File: src/rtl/obstacle_pkg.sv
// Shared types for the obstacle scanline engine: sprite frame index and scan FSM state encoding.
package obstacle_pkg;

    typedef logic [3:0] frame_t;

    typedef enum logic [1:0] {
        ST_IDLE  = 2'd0,
        ST_SCAN  = 2'd1,
        ST_ISSUE = 2'd2,
        ST_DONE  = 2'd3
    } scan_state_e;

endpackage

File: src/rtl/obstacle_line_scan_if.sv
// Draw-command channel from the scanline engine to the blitter.
// Handshake: cmd_valid/payload held stable until the cycle with cmd_valid && cmd_ready; that cycle transfers exactly one command.
interface obstacle_line_scan_if;
    logic                  cmd_valid;
    logic                  cmd_ready;
    logic [2:0]            cmd_slot;
    logic signed [10:0]    cmd_x_start;
    logic signed [10:0]    cmd_x_end;
    logic [9:0]            cmd_row;
    obstacle_pkg::frame_t  cmd_frame;

    modport master (
        output cmd_valid, cmd_slot, cmd_x_start, cmd_x_end, cmd_row, cmd_frame,
        input  cmd_ready
    );

    modport slave (
        input  cmd_valid, cmd_slot, cmd_x_start, cmd_x_end, cmd_row, cmd_frame,
        output cmd_ready
    );
endinterface

File: src/rtl/obstacle_line_scan.sv
// Per-scanline obstacle scanner: snapshots obstacle slots, tests one slot per cycle, issues draw commands in slot order.
// Optional horizontal clipping to the playfield is enabled by defining OBSTACLE_LINE_SCAN_CLIP_EN.
module obstacle_line_scan
    import obstacle_pkg::*;
#(
    parameter int MAX_OBSTACLES = 7,
    parameter int GAME_WIDTH    = 640
) (
    input  logic                     clk,
    input  logic                     rst,
    input  logic                     line_start,
    input  logic [9:0]               line_y,
    input  logic [MAX_OBSTACLES-1:0] obstacle_start,
    input  logic signed [10:0]       obstacle_x_pos  [MAX_OBSTACLES],
    input  logic [9:0]               obstacle_y_pos  [MAX_OBSTACLES],
    input  logic [9:0]               obstacle_width  [MAX_OBSTACLES],
    input  logic [9:0]               obstacle_height [MAX_OBSTACLES],
    input  frame_t                   obstacle_frame  [MAX_OBSTACLES],
    obstacle_line_scan_if.master     cmd,
    output logic                     busy,
    output logic                     line_done,
    output logic                     overrun,
    output scan_state_e              dbg_state
);

    localparam logic [2:0] LAST = 3'(MAX_OBSTACLES - 1);

    scan_state_e state_q, state_d;
    logic [2:0]  idx_q, idx_d;
    logic [9:0]  line_y_q;
    logic [MAX_OBSTACLES-1:0] snap_start_q;
    logic signed [10:0] snap_x_q [MAX_OBSTACLES];
    logic [9:0]  snap_y_q [MAX_OBSTACLES];
    logic [9:0]  snap_w_q [MAX_OBSTACLES];
    logic [9:0]  snap_h_q [MAX_OBSTACLES];
    frame_t      snap_f_q [MAX_OBSTACLES];

    logic [2:0]         slot_q;
    logic signed [10:0] xs_q, xe_q;
    logic [9:0]         row_q;
    frame_t             frame_q;
    logic               overrun_q;

    logic               accept;
    logic               hit, hit_y, hit_x;
    logic [10:0]        y_lo, y_hi, ly;
    logic signed [10:0] xs_c, xe_c;

    assign accept = (state_q == ST_IDLE) && line_start;

    // Vertical test widened to 11 bits so y_pos + height cannot wrap.
    always_comb begin
        ly    = {1'b0, line_y_q};
        y_lo  = {1'b0, snap_y_q[idx_q]};
        y_hi  = {1'b0, snap_y_q[idx_q]} + {1'b0, snap_h_q[idx_q]};
        hit_y = (ly >= y_lo) && (ly < y_hi);
    end

`ifdef OBSTACLE_LINE_SCAN_CLIP_EN
    localparam logic signed [11:0] GW12 = 12'(GAME_WIDTH);
    logic signed [11:0] x12, r12, xe12;
    always_comb begin
        x12   = {snap_x_q[idx_q][10], snap_x_q[idx_q]};
        r12   = x12 + $signed({2'b00, snap_w_q[idx_q]});
        hit_x = (r12 > 12'sd0) && (x12 < GW12);
        xs_c  = snap_x_q[idx_q][10] ? 11'sd0 : snap_x_q[idx_q];
        xe12  = ((r12 > GW12) ? GW12 : r12) - 12'sd1;
        xe_c  = xe12[10:0];
    end
`else
    always_comb begin
        hit_x = 1'b1;
        xs_c  = snap_x_q[idx_q];
        xe_c  = snap_x_q[idx_q] + $signed({1'b0, snap_w_q[idx_q]}) - 11'sd1;
    end
`endif

    assign hit = snap_start_q[idx_q] && hit_y && hit_x;

    always_ff @(posedge clk or negedge rst) begin
        if (!rst) begin
            state_q <= ST_IDLE;
            idx_q   <= '0;
        end else begin
            state_q <= state_d;
            idx_q   <= idx_d;
        end
    end

    always_comb begin
        state_d = state_q;
        idx_d   = idx_q;
        unique case (state_q)
            ST_IDLE: if (line_start) begin
                state_d = ST_SCAN;
                idx_d   = '0;
            end
            ST_SCAN: begin
                if (hit)                 state_d = ST_ISSUE;
                else if (idx_q == LAST)  state_d = ST_DONE;
                else                     idx_d   = idx_q + 3'd1;
            end
            ST_ISSUE: if (cmd.cmd_ready) begin
                if (idx_q == LAST) begin
                    state_d = ST_DONE;
                end else begin
                    state_d = ST_SCAN;
                    idx_d   = idx_q + 3'd1;
                end
            end
            ST_DONE: state_d = ST_IDLE;
            default: state_d = ST_IDLE;
        endcase
    end

    always_comb begin
        busy          = (state_q != ST_IDLE);
        line_done     = (state_q == ST_DONE);
        cmd.cmd_valid = (state_q == ST_ISSUE);
    end

    // Snapshot, payload and sticky overrun registers.
    always_ff @(posedge clk or negedge rst) begin
        if (!rst) begin
            line_y_q     <= '0;
            snap_start_q <= '0;
            snap_x_q     <= '{default: '0};
            snap_y_q     <= '{default: '0};
            snap_w_q     <= '{default: '0};
            snap_h_q     <= '{default: '0};
            snap_f_q     <= '{default: '0};
            slot_q       <= '0;
            xs_q         <= '0;
            xe_q         <= '0;
            row_q        <= '0;
            frame_q      <= '0;
            overrun_q    <= 1'b0;
        end else begin
            if (accept) begin
                line_y_q     <= line_y;
                snap_start_q <= obstacle_start;
                snap_x_q     <= obstacle_x_pos;
                snap_y_q     <= obstacle_y_pos;
                snap_w_q     <= obstacle_width;
                snap_h_q     <= obstacle_height;
                snap_f_q     <= obstacle_frame;
            end
            if (state_q == ST_SCAN && hit) begin
                slot_q  <= idx_q;
                xs_q    <= xs_c;
                xe_q    <= xe_c;
                row_q   <= line_y_q - snap_y_q[idx_q];
                frame_q <= snap_f_q[idx_q];
            end
            if (line_start && state_q != ST_IDLE) overrun_q <= 1'b1;
        end
    end

    assign cmd.cmd_slot    = slot_q;
    assign cmd.cmd_x_start = xs_q;
    assign cmd.cmd_x_end   = xe_q;
    assign cmd.cmd_row     = row_q;
    assign cmd.cmd_frame   = frame_q;
    assign overrun         = overrun_q;
    assign dbg_state       = state_q;

endmodule

File: src/flat_wrapper.sv
// flat-port wrapper written by rule: the top's interface ports become plain ports
module obstacle_line_scan_flat import obstacle_pkg::*;
#(
    parameter int MAX_OBSTACLES = 7,
    parameter int GAME_WIDTH    = 640
)
  (clk, rst, line_start, line_y, obstacle_start, obstacle_x_pos, obstacle_y_pos, obstacle_width, obstacle_height, obstacle_frame, busy, line_done, overrun, dbg_state, cmd_cmd_valid, cmd_cmd_slot, cmd_cmd_x_start, cmd_cmd_x_end, cmd_cmd_row, cmd_cmd_frame, cmd_cmd_ready);
  obstacle_line_scan_if cmd_i ();
  input  logic clk;
  input  logic rst;
  input  logic line_start;
  input  logic [9:0] line_y;
  input  logic [MAX_OBSTACLES-1:0] obstacle_start;
  input  logic signed [10:0] obstacle_x_pos[MAX_OBSTACLES];
  input  logic [9:0] obstacle_y_pos[MAX_OBSTACLES];
  input  logic [9:0] obstacle_width[MAX_OBSTACLES];
  input  logic [9:0] obstacle_height[MAX_OBSTACLES];
  input  frame_t obstacle_frame[MAX_OBSTACLES];
  output logic busy;
  output logic line_done;
  output logic overrun;
  output scan_state_e dbg_state;
  output wire logic [$bits(cmd_i.cmd_valid)-1:0] cmd_cmd_valid;
  output wire logic [$bits(cmd_i.cmd_slot)-1:0] cmd_cmd_slot;
  output wire logic [$bits(cmd_i.cmd_x_start)-1:0] cmd_cmd_x_start;
  output wire logic [$bits(cmd_i.cmd_x_end)-1:0] cmd_cmd_x_end;
  output wire logic [$bits(cmd_i.cmd_row)-1:0] cmd_cmd_row;
  output wire logic [$bits(cmd_i.cmd_frame)-1:0] cmd_cmd_frame;
  input wire logic [$bits(cmd_i.cmd_ready)-1:0] cmd_cmd_ready;
  assign cmd_cmd_valid = cmd_i.cmd_valid;
  assign cmd_cmd_slot = cmd_i.cmd_slot;
  assign cmd_cmd_x_start = cmd_i.cmd_x_start;
  assign cmd_cmd_x_end = cmd_i.cmd_x_end;
  assign cmd_cmd_row = cmd_i.cmd_row;
  assign cmd_cmd_frame = cmd_i.cmd_frame;
  assign cmd_i.cmd_ready = cmd_cmd_ready;
  obstacle_line_scan #(.MAX_OBSTACLES(MAX_OBSTACLES), .GAME_WIDTH(GAME_WIDTH)) u_core (.clk(clk), .rst(rst), .line_start(line_start), .line_y(line_y), .obstacle_start(obstacle_start), .obstacle_x_pos(obstacle_x_pos), .obstacle_y_pos(obstacle_y_pos), .obstacle_width(obstacle_width), .obstacle_height(obstacle_height), .obstacle_frame(obstacle_frame), .cmd(cmd_i), .busy(busy), .line_done(line_done), .overrun(overrun), .dbg_state(dbg_state));
endmodule
File: config.mk
export PLATFORM = sky130hd
export DESIGN_NAME = obstacle_line_scan_flat
export DESIGN_NICKNAME = d
export VERILOG_FILES = /design/src/rtl/obstacle_pkg.sv /design/src/rtl/obstacle_line_scan_if.sv /design/src/rtl/obstacle_line_scan.sv /design/src/flat_wrapper.sv
export SDC_FILE = /design/constraint.sdc
export NUM_CORES = 1
export LEC_CHECK = 0
export ABC_AREA = 1
export BUFFER_PORTS_ARGS = -buffer_cell sky130_fd_sc_hd__buf_2
export CAP_MARGIN = 5
export CORE_MARGIN = 2
export CORE_UTILIZATION = 40
export CTS_CLUSTER_DIAMETER = 80
export DETAILED_ROUTE_END_ITERATION = 8
export PLACE_DENSITY_LB_ADDON = 0.12
export SLEW_MARGIN = 10
export SYNTH_ARGS = -nofsm -noshare
export SYNTH_HDL_FRONTEND = slang
export SYNTH_SLANG_ARGS = --single-unit
File: constraint.sdc
create_clock -name clk -period 11.9 [get_ports clk]
set_input_delay 2.38 -clock clk [delete_from_list [all_inputs] [get_ports clk]]
set_output_delay 2.38 -clock clk [all_outputs]
set_load 0.05 [all_outputs]
# == Yosys cells after proc, flatten, opt, wreduce, memory -nomap -nowiden ==
# Cells that the tools add are included.
# totals
regBits,377
word_cells,101
input_bits,336
# classes
n_bitwise,1
mux,28
n_eq_ne,8
n_lt_le_gt_ge,4
n_addsub,5
n_reduce_logical,10
# op_table
op,n
binary-select mux 10 bit (select 3 bit),3
2-to-1 mux 10 bit,6
binary-select mux 11 bit (select 3 bit),1
2-to-1 mux 11 bit,2
binary-select mux 4 bit (select 3 bit),1
2-to-1 mux 3 bit,4
adder 10 x 10 -> 11 bit,1
adder 11 bit,1
less-than comparator 10 x 11 -> 1 bit,1
subtractor 11 x 2 -> 11 bit (second input constant),1
>= comparator 10 bit,1
2-to-1 mux 2 bit,5
subtractor 10 bit,1
case mux 3 bit (3 select lines),1
2-to-1 mux 4 bit,2
case mux 2 bit (4 select lines),1
logical AND 1 bit,5
equality test 2 bit (second input constant),2
>= comparator 4 bit (second input constant),1
less-than comparator 3 x 4 -> 1 bit (second input constant),1
!= test 2 bit (second input constant),2
NOT 3 -> 4 bit,1
AND reduction 4 bit,1
adder 3 x 1 -> 3 bit (second input constant),1
other kinds (10),10

# == Longest topological paths before layout ==
# Gate-level depths: netlist of the first run.
# logic_depth
depth_word,10
depth_mapped,29
mapped_depth_nobuf,27

# == Worst setup path after synthesis of the first run ==
# OpenSTA, ideal clock, no wires.
# synth_timing
kind,flip-flop to flip-flop
startpoint,register u_core.idx_q[0]
endpoint,"register u_core.row_q[4], in the netlist u_core.cmd.cmd_row[4]"
required_time_ps,11778
t_arrival_ps,3746
path_stages_with_launch,30
path_slack_ps,8032
period_less_slack_ps,3868
setup_ps,122
path_cell_list,dfrtp_1 inv_2 buf_2 buf_2 buf_2 o21ai_0 o22ai_1 nor2_1 a31oi_1 ha_1 fa_1 inv_1 nor2_1 nor2_1 xor2_1 ha_1 nand2_1 inv_1 a21oi_1 nand2_1 nand2_1 nand2_1 nand2_1 nand2_1 nand2_1 nand3_1 buf_4 buf_6 nand2_1 o21ai_2
# synth_via
elab_chain_cells,9
# synth_rtl
item,line,source
"start, declared",obstacle_line_scan.sv:29,"logic [2:0] idx_q, idx_d;"
"start signal, assigned",obstacle_line_scan.sv:86,idx_q <= idx_d;
NOT 3 -> 4 bit (implied by the code),"obstacle_line_scan.sv:54, obstacle_line_scan.sv:55, obstacle_line_scan.sv:152",
"binary-select mux 10 bit (select 3 bit), on equally long branches","obstacle_line_scan.sv:54, obstacle_line_scan.sv:55, obstacle_line_scan.sv:152",
"2-to-1 mux 10 bit, on equally long branches (2 in a row)","obstacle_line_scan.sv:54, obstacle_line_scan.sv:55, obstacle_line_scan.sv:152",
adder 10 x 10 -> 11 bit,obstacle_line_scan.sv:55,"y_hi = {1'b0, snap_y_q[idx_q]} + {1'b0, snap_h_q[idx_q]};"
less-than comparator 10 x 11 -> 1 bit,obstacle_line_scan.sv:56,hit_y = (ly >= y_lo) && (ly < y_hi);
logical AND 1 bit,obstacle_line_scan.sv:56,
logical AND 1 bit,obstacle_line_scan.sv:78,assign hit = snap_start_q[idx_q] && hit_y && hit_x;
logical AND 1 bit,obstacle_line_scan.sv:148,if (state_q == ST_SCAN && hit) begin
"end signal, assigned",obstacle_line_scan.sv:152,row_q <= line_y_q - snap_y_q[idx_q];
"end, declared",obstacle_line_scan.sv:40,logic [9:0] row_q;
# Several ways; a longest one is shown, not always the timed one. The select of a mux whose other input is x is not followed.
# A chain may end at the register's enable or synchronous reset.

# == Worst setup path in the final report of the first run ==
# layout_timing
startpoint,register u_core.idx_q[1]
endpoint,register u_core.idx_q[2]
# layout_via
elab_chain_cells,10
# layout_rtl
item,line
NOT 3 -> 4 bit (implied by the code),"obstacle_line_scan.sv:54, obstacle_line_scan.sv:55"
"binary-select mux 10 bit (select 3 bit), on equally long branches","obstacle_line_scan.sv:54, obstacle_line_scan.sv:55"
"2-to-1 mux 10 bit, on equally long branches (2 in a row)","obstacle_line_scan.sv:54, obstacle_line_scan.sv:55"
adder 10 x 10 -> 11 bit,obstacle_line_scan.sv:55
less-than comparator 10 x 11 -> 1 bit,obstacle_line_scan.sv:56
logical AND 1 bit,obstacle_line_scan.sv:56
logical AND 1 bit,obstacle_line_scan.sv:78
!= test 2 bit (no line),--
AND reduction 4 bit (no line),--
# Several ways; a longest one is shown, not always the timed one. The select of a mux whose other input is x is not followed.

==> results.cfg, run 1 <==
[cts]
clockBufferDepth = 3
cts_sinks = 377
cts_setup_buffers = 0
cts_tree = built
clkTransAtPathRegs_ps = 50
cts_buffers = 45
cts_root_buf = clkbuf_16
ctsResizeCount = 0
clk_latency_ps = 580
hold_buffers = 0
h-tree-depth = 2

[worst_setup_path]
cp_top_family = simple AND/OR/NAND/NOR gates
endpoint_kind = register
start_kind = register
worstPathRequired_ps = 12380
r2r_setup_slack_ps = 6220
startpoint = u_core.idx_q[1]
worst-r2r-cell-count = 26
crit_cells = 26
worstPathArrival_ps = 6160
reg2reg_to = u_core.idx_q[2]
path_buf_inv = 4
max_stage_delay_ps = 670
crit_slowest_cell = nand3_4
r2r_start = u_core.idx_q[1]
crit_end = u_core.idx_q[2]
cpMostUsedCell = nand2_1
cp_max_fo = 74
path_class = reg2reg

[logic_synthesis]
ys_ff_latch = 377
avgSynthCellArea_um2 = 10.5
ys_async_sr_fraction_pct = 100
syn_inst = 1752
synth_ff_type = dfrtp_1
syn-num-nets = 2145
ys_types = 36
syn_area_um2 = 18400
yosysWarnings = 0
synth-edff-count = 0
yosysSeqAreaShare_pct = 51.2

[power_and_ir_drop]
peakVddDrop_mv = 0.208
leakagePower_nw = 10.6
power_density_nw_per_um2 = 371

[die]
die_y_um = 219
io-pin-count = 381
design.core.area_um2 = 45500
die_area_um2 = 47800
start_util_pct = 40.5
fp-row-count = 78
die_x_um = 219

[timing]
worstMarginPinSlew_ps = 1050
tns_ps = 0
fmaxAchievable_mhz = 176
finalSetupViolCount = 0
relSlewSlack_pct = 30.1
rsz0062_at_grt = false
fin_crit_sh_pct = 47.7
finalClockSkew_ps = 17.7
setup_ws_ps = 6220
final-hold-violation-count = 0
drv_slew = 0
fin_crit_ps = 5680

[placed_design]
place_congestion = 0.819
post-place-ws_ps = 6100
hpwl_um = 37900
port_buffers = 380

[route]
wirelength_um = 53300
ant_nets = 0
drcViolationCount = 0
vias = 13850
vias_per_cell = 5.07
drt-wirelength-per-cell_um = 19.5
dr.pass1.iters = 5
drtIter0Drc = 822

[status]
status = finished clean

[min_path]
worstHoldPathCells = 1
hold_class = reg2reg

[finish]
drive_above_1_share_pct = 39.4
syn_to_final_growth_pct = 21.4
fillers = 4334
nets = 2484

[grt]
grt_max_degree = 173
grt_pass1_vias = 14191
grt_first_pass_wirelength_um = 81600
grt_usage_pct = 22.4
overflow = 0
antenna_found_initial = 9

[run]
max_cap_violations = 0
-- worst reg2reg max path, cell delays in order (launching register included) --
cell	delay (ps)
dfrtp_2	650
clkinv_2	620
buf_4	520
o21ai_0	190
o22ai_1	130
nor2_1	110
a31oi_1	70
ha_1	260
fa_1	450
inv_1	90
nor2_1	50
nor2_1	180
xor2_1	170
ha_1	260
nand2_1	90
inv_1	40
a21oi_1	130
nand2_1	70
nand2_1	50
nand2_1	40
nand2_1	60
nand2_1	40
nand2_1	120
nand3_4	670
nand2_2	370
nand2_1	80
o21ai_0	80
-- per-layer routing --
layer  share of wire [%]  track usage, %  vias up
met3                 5.5            4.29       77
met2                  49            37.3      330
met4                 2.5            7.23       12
met1                  43            29.3     6760
li1                    -               -     6671
met5                0.14               0        -
-- registers in the layout, summed over array words and instances, names as in the netlist, 4 cells and up --
name / cells
u_core.snap_x_q: 77
u_core.snap_h_q: 70
u_core.snap_w_q: 70
u_core.snap_y_q: 70
u_core.snap_f_q: 28
u_core.cmd.cmd_x_end: 11
u_core.cmd.cmd_x_start: 11
u_core.cmd.cmd_row: 10
u_core.line_y_q: 10
u_core.snap_start_q: 7
u_core.cmd.cmd_frame: 4
-- how the worst min path moves through the flow --
stage	start	end
finish	u_core.overrun	u_core.overrun
global route	u_core.cmd.cmd_x_start[5]	u_core.cmd.cmd_x_start[5]
CTS	u_core.overrun	u_core.overrun
detailed placement	u_core.overrun	u_core.overrun
global placement	u_core.overrun	u_core.overrun
floorplan	u_core.snap_h_q[40]	u_core.snap_h_q[40]
-- synthesized netlist by cell type (3+ instances only) --
cell,count,area [um^2]
buf_1,4,15.0
mux2_2,327,3680
o21ai_2,24,210
xor2_1,14,123
nand3_1,17,85.1
ha_1,54,676
dfrtp_1,377,9430
clkbuf_1,79,297
o21ai_1,18,90.1
a31oi_1,12,75.1
fa_1,3,60.1
o21ai_0,186,931
xnor2_1,10,87.6
o221ai_1,11,96.3
inv_2,5,18.8
nand2_1,245,920
inv_1,76,285
buf_2,12,60.1
nor2_1,180,676
o22ai_1,33,206
nand4_1,5,31.3
buf_6,6,67.6
a21oi_1,35,175
-- area by class of cell --
class                   count  area (um^2)  share of cell area, %
diodes                      3         7.51                 0.0335
clock buffers              62         1340                   6.00
clock inverters            21          224                   1.00
inverters                  81          308                   1.37
multi-input cells        1191         8270                   36.9
flip-flops and latches    377         9440                   42.2
well taps                 600          751                   3.35
repair buffers            395         2050                   9.15
-- stage by stage --
| stage | area [um^2] | utilization (%) | hold slack, ps | std cells | total power, mW |
|---|---|---|---|---|---|
| after global routing | 22400 | 49.2 | 490 | 2729 | 9.05 |
| final | 22400 | 49.2 | 459 | 2730 | 8.30 |
| after CTS | 22400 | 49.2 | 459 | 2727 | 8.40 |
| after global placement | 20800 | 45.8 | 436 | 2644 | 6.85 |
| after detailed placement | 20800 | 45.8 | 447 | 2644 | 6.92 |
| after floorplan | 18400 | - | 474 | 1752 | 5.72 |
-- power by group --
part           internal [mW]  leakage, nW  switching (mW)
clock network          0.876        0.776           0.564
logic                   1.84         5.35            2.72
registers               1.94         4.47           0.367
-- cells by family (layout without fill, tap and decap cells) --
| family | Yosys count | count (layout) | synth area share (%) |
|---|---|---|---|
| other cells | 0 | 3 | 0 |
| fa+ha+maj | 57 | 57 | 3.99 |
| buf+inv | 184 | 559 | 4.11 |
| compound gates | 328 | 328 | 10.0 |
| simple gates | 455 | 455 | 9.58 |
| mux | 327 | 327 | 20.0 |
| flops | 377 | 377 | 51.2 |
| xor+xnor | 24 | 24 | 1.14 |
-- cell usage in the layout, fill, tap and decap left out, types with 3 or more instances in the layout --
| cell type | count |
|---|---|
| nand2_1 | 244 |
| bufinv_16 | 4 |
| dfrtp_1 | 374 |
| buf_4 | 13 |
| clkinvlp_4 | 3 |
| inv_1 | 76 |
| clkbuf_1 | 4 |
| nor2_1 | 180 |
| ha_1 | 54 |
| xnor2_1 | 10 |
| clkinv_2 | 12 |
| xor2_1 | 14 |
| clkbuf_8 | 11 |
| diode_2 | 3 |
| buf_2 | 379 |
| o21ai_2 | 24 |
| o21ai_1 | 18 |
| mux2_2 | 327 |
| inv_2 | 3 |
| nand3_1 | 16 |
| o221ai_1 | 11 |
| o21ai_0 | 186 |
| nand4_1 | 5 |
| clkbuf_16 | 47 |
| fa_1 | 3 |
| o22ai_1 | 33 |
| a31oi_1 | 12 |
| a21oi_1 | 35 |
No activity file was read; power rests on OpenSTA's default activity.
==> run 2: changes to the inputs <==
- clock period: 11.9 -> 4.7 ns (I/O delays scaled with it)
==> run 2 against run 1 <==
Worst hold slack got worse by 36 ps. Register-to-register slack lost 5800 ps. Routed wire length grew 0.22%. Largest cell class unchanged. Highest routed layer unchanged. Maximum frequency increased by 32%.
==> results.cfg, run 2 (synthesis gave the netlist of run 1 again) <==
[status]
status = finished clean

[finish]
nets = 2505
largest_reg_flops = 77
final_core_util_pct = 49.6
final_common_cell = buf_2
drive_above_1_share_pct = 39.7
syn_to_final_growth_pct = 22.4
multi_input_area_um2 = 8270
final_cell_mix = buf_2 (379), dfrtp_1 (374), mux2_2 (327), nand2_1 (244), o21ai_0 (186)
seqCellArea_um2 = 9440
regMostFlops = u_core.snap_x_q
fillers = 4269

[timing]
fmaxAchievable_mhz = 232
drv_slew = 0
tns_ps = 0
fin_hold_ws_ps = 423
relSlewSlack_pct = 30.0
worstMarginPinSlew_ps = 1050
finalClockSkew_ps = 9.82
final-hold-violation-count = 0
rsz0062_at_grt = false
fin_crit_sh_pct = 91.8
finalSetupViolCount = 0
fin_crit_ps = 4310

[cts]
h-tree-depth = 2
clk_latency_ps = 560
cts_root_buf = clkbuf_16
cts_tree = built
clkTransAtPathRegs_ps = 60
cts_sinks = 377
hold_buffers = 0
cts_buffers = 44
clockBufferDepth = 3

[placed_design]
place_congestion = 0.824
hpwl_um = 39000
port_buffers = 380

[worst_setup_path]
worstPathArrival_ps = 4750
r2r_setup_slack_ps = 390
worst-r2r-cell-count = 24
reg2reg_to = u_core.cmd.cmd_x_end[7]
path_class = reg2reg
endpoint_kind = register
start_kind = register
cp_max_fo = 98
r2r_start = u_core.idx_q[0]
worstPathRequired_ps = 5140

[route]
ant_nets = 0
vias = 14063
drt-wirelength-per-cell_um = 19.4
drtIter0Drc = 767
wirelength_um = 53400
dr.pass1.iters = 5
drcViolationCount = 0
vias_per_cell = 5.11

[power_and_ir_drop]
p_sw_mw = 9.16
power_density_nw_per_um2 = 924
clkPwrFrac_pct = 16.0
seq_power_share_pct = 28.0
peakVddDrop_mv = 0.722
leakagePower_nw = 10.7
power_frac_comb_pct = 56.0
swShare_pct = 43.9
p_int_mw = 11.7

[die]
start_util_pct = 40.5
design.core.area_um2 = 45500
die_area_um2 = 47800
fp-row-count = 78
die_y_um = 219
die_x_um = 219
io-pin-count = 381

[grt]
grt_max_degree = 107
overflow = 0
grt_pass1_vias = 14476
antenna_found_initial = 9
grt_usage_pct = 22.4
grt_first_pass_wirelength_um = 82000

[run]
max_cap_violations = 0

[min_path]
hold_class = in2async
run 2: cell count changes in the layout (fill, tap and decap cells not counted), moves of 3 or more:
cell	change
buf_12	+13
clkbuf_8	-3
clkbuf_1	+3
buf_4	+8
diode_2	+4
run 2: power by group through the flow:
stage | registers [mW] | clock network (mW) | logic [mW]
2_1_floorplan | 6.02 | 0 | 8.47
3_3_place_gp | 5.86 | 0 | 11.6
3_5_place_dp | 5.88 | 0 | 11.8
4_1_cts | 5.83 | 3.43 | 11.9
5_1_grt | 6.03 | 3.56 | 13.2
6_report | 5.84 | 3.34 | 11.7
run 2: layout make-up:
| type | count | area share [%] |
|---|---|---|
| diodes | 7 | 0.0776 |
| clock buffers | 60 | 5.59 |
| clock inverters | 17 | 0.632 |
| inverters | 81 | 1.36 |
| multi-input cells | 1191 | 36.6 |
| flip-flops and latches | 377 | 41.8 |
| well taps | 600 | 3.33 |
| repair buffers | 417 | 10.5 |
run 2: worst max-delay path by stage:
stage                         start                         to  slack [ps]  cells past startpoint
floorplan           u_core.idx_q[0]      u_core.cmd.cmd_row[4]         830                     29
global placement    u_core.idx_q[0]    u_core.cmd.cmd_x_end[7]         400                     24
detailed placement  u_core.idx_q[0]    u_core.cmd.cmd_x_end[0]         330                     24
CTS                 u_core.idx_q[0]    u_core.cmd.cmd_x_end[0]         310                     24
global route        u_core.idx_q[0]  u_core.cmd.cmd_x_start[0]          20                     26
finish              u_core.idx_q[0]    u_core.cmd.cmd_x_end[7]         390                     24
run 2: what timing repair did:
| action | in CTS | in global routing |
|---|---|---|
| gates resized for setup | 0 | 1 |
| endpoints found under the setup margin | 0 | 25 |
| buffers inserted | 0 | 0 |
| hold endpoints to repair | 0 | 0 |
run 2: through the flow:
stage | instance area, um^2 | total power [mW] | worst slack, ps | cells
floorplan | 18400 | 14.5 | 832 | 1752
global placement | 21100 | 17.5 | 400 | 2666
detailed placement | 21100 | 17.7 | 332 | 2666
CTS | 22500 | 21.1 | 311 | 2743
global route | 22600 | 22.8 | 22.8 | 2748
finish | 22600 | 20.9 | 387 | 2750
run 2: metal layers:
metal  routed length [um]  track usage (%)
met1                23500             29.6
met2                25600             36.9
met3                 2580             4.20
met4                 1680             7.93
met5                   36                0
run 2: critical path: stages (launching register included):
cell,delay [ps]
dfrtp_4,470
buf_12,390
nor2_1,120
nor2_1,90
o21ai_0,150
a31oi_1,330
ha_1,370
a21oi_1,210
o21ai_0,130
nor2_1,190
xor2_1,180
ha_1,260
nand2_1,80
inv_1,40
a21oi_1,130
nand2_1,70
nand2_1,60
nand2_1,50
nand2_1,50
nand2_1,40
nand2_1,110
nand3_4,150
buf_6,260
nand2_1,130
o21ai_2,50
==> run 3: changes to the inputs <==
- clock period: 4.7 -> 3.9 ns (I/O delays scaled with it)
==> run 3 against run 2 <==
Critical path type unchanged. Highest routed layer unchanged. Largest cell class unchanged. Maximum frequency up 11%. Count of clock-buffer cells in the layout up 2. Combinational power is 38% higher.
==> results.cfg, run 3 (synthesis gave the netlist of run 1 again) <==
[worst_setup_path]
path_class = reg2reg
cp_top_family = simple AND/OR/NAND/NOR gates
worstPathArrival_ps = 4330
path_buf_inv = 6
start_kind = register
max_stage_delay_ps = 580
crit_cells = 26
crit_slowest_cell = dfrtp_4
cp_max_fo = 24
worst-r2r-cell-count = 26
endpoint_kind = register
cpMostUsedCell = nand2_1
worstPathRequired_ps = 4350

[cts]
h-tree-depth = 2
hold_buffers = 0
cts_buffers = 44
cts_tree = built
clk_latency_ps = 580
clkTransAtPathRegs_ps = 60
cts_sinks = 377
cts_root_buf = clkbuf_16
clockBufferDepth = 3

[power_and_ir_drop]
finalPower_mw = 27.7
power_density_nw_per_um2 = 1170
leakagePower_nw = 11.2
peakVddDrop_mv = 0.754

[timing]
fin_crit_ps = 3880
drv_slew = 0
finalClockSkew_ps = 16.4
worstMarginPinSlew_ps = 724
fmaxAchievable_mhz = 258
setup_ws_ps = 20.1
rsz0062_at_grt = true
final-hold-violation-count = 0
relSlewSlack_pct = 51.8
finalSetupViolCount = 0
fin_crit_sh_pct = 99.5

[route]
wirelength_um = 55500
drtIter0Drc = 769
drt-wirelength-per-cell_um = 19.9
dr.pass1.iters = 5
vias_per_cell = 5.16
ant_nets = 0
vias = 14414
drcViolationCount = 0

[finish]
syn_to_final_growth_pct = 28.7
regMostFlops = u_core.snap_x_q
largest_reg_flops = 77
nets = 2555
final_core_util_pct = 52.2
drive_above_1_share_pct = 43.7
fillers = 4221
final_common_cell = buf_2
final_cell_mix = buf_2 (379), dfrtp_1 (374), mux2_2 (327), nand2_1 (223), nor2_1 (175)

[die]
die_y_um = 219
start_util_pct = 40.5
design.core.area_um2 = 45500
die_x_um = 219
die_area_um2 = 47800
io-pin-count = 381
fp-row-count = 78

[placed_design]
post-place-ws_ps = -2.17
port_buffers = 380
hpwl_um = 39100
place_congestion = 0.844

[grt]
grt_first_pass_wirelength_um = 81500
grt_usage_pct = 22.4
overflow = 0
grt_max_degree = 87
antenna_found_initial = 5
grt_pass1_vias = 14300

[min_path]
hold_class = in2async

[run]
max_cap_violations = 0

[status]
status = finished clean
-- run 3: per-layer routing --
layer	part of all wire [%]	vias to the layer above	GRT usage (%)	wire length (um)
met3	4.6	82	3.99	2550
met2	49	393	37.5	27200
li1	-	6824	-	-
met5	0.059	-	0	33
met1	44	7111	29.5	24200
met4	2.7	4	6.73	1500
-- run 3: layout make-up --
type | count | area [um^2] | share of cell area, %
inverters | 81 | 313 | 1.32
well taps | 600 | 751 | 3.16
clock inverters | 15 | 264 | 1.11
flip-flops and latches | 377 | 9440 | 39.8
diodes | 3 | 7.51 | 0.0316
multi-input cells | 1191 | 8610 | 36.3
repair buffers | 467 | 3050 | 12.8
clock buffers | 62 | 1300 | 5.48
-- run 3: path summary, 6_finish.rpt --
kind | from | endpoint | slack, ps
max | u_core.idx_q[0] | u_core.cmd.cmd_slot[1] | 20
min | rst | u_core.snap_x_q[72] | 170
max reg2reg | u_core.idx_q[0] | u_core.cmd.cmd_slot[1] | 20
min reg2reg | u_core.overrun | u_core.overrun | 450
max in group asynchronous | rst | u_core.snap_y_q[6] | 2770
min in group clk | obstacle_height[35] | u_core.snap_h_q[35] | 430
-- run 3: per-stage QoR --
stage                     setup TNS [ps]  hold WS, ps  std cells  area [um^2]
after floorplan                        0          474       1752        18400
after global placement             -36.8          436       2689        21400
after detailed placement           -2.17          440       2689        21400
after CTS                              0          183       2767        23000
after global routing               -4660          200       2796        23700
final                                  0          167       2796        23700
-- run 3: worst register-to-register path, stage by stage (launching register included) --
cell,delay (ps)
dfrtp_4,580
buf_12,180
nor2_4,130
buf_12,140
clkbuf_16,150
nand2_1,90
a31oi_4,250
ha_4,250
nand4_1,190
nor2_4,50
nor2_2,130
xor2_1,160
ha_1,270
nand2_2,70
inv_1,40
a21oi_1,120
nand2_1,70
nand2_1,70
nand2_1,50
nand2_1,60
nand2_1,60
nand2_2,80
nand3_4,90
buf_12,150
clkbuf_16,200
nand2_1,70
o21ai_1,50
-- run 3: power breakdown --
part	total [mW]	internal, mW	switching (mW)
Sequential	7.12	5.91	1.21
Combinational	16.1	7.10	9.01
Clock	4.46	2.78	1.68
Total	27.7	15.8	11.9
-- run 3: repair_timing --
item,in CTS,in global routing
pin swaps,4,16
gates resized for setup,4,102
buffers inserted,0,16
gates cloned,1,10
endpoints found under the setup margin,36,44
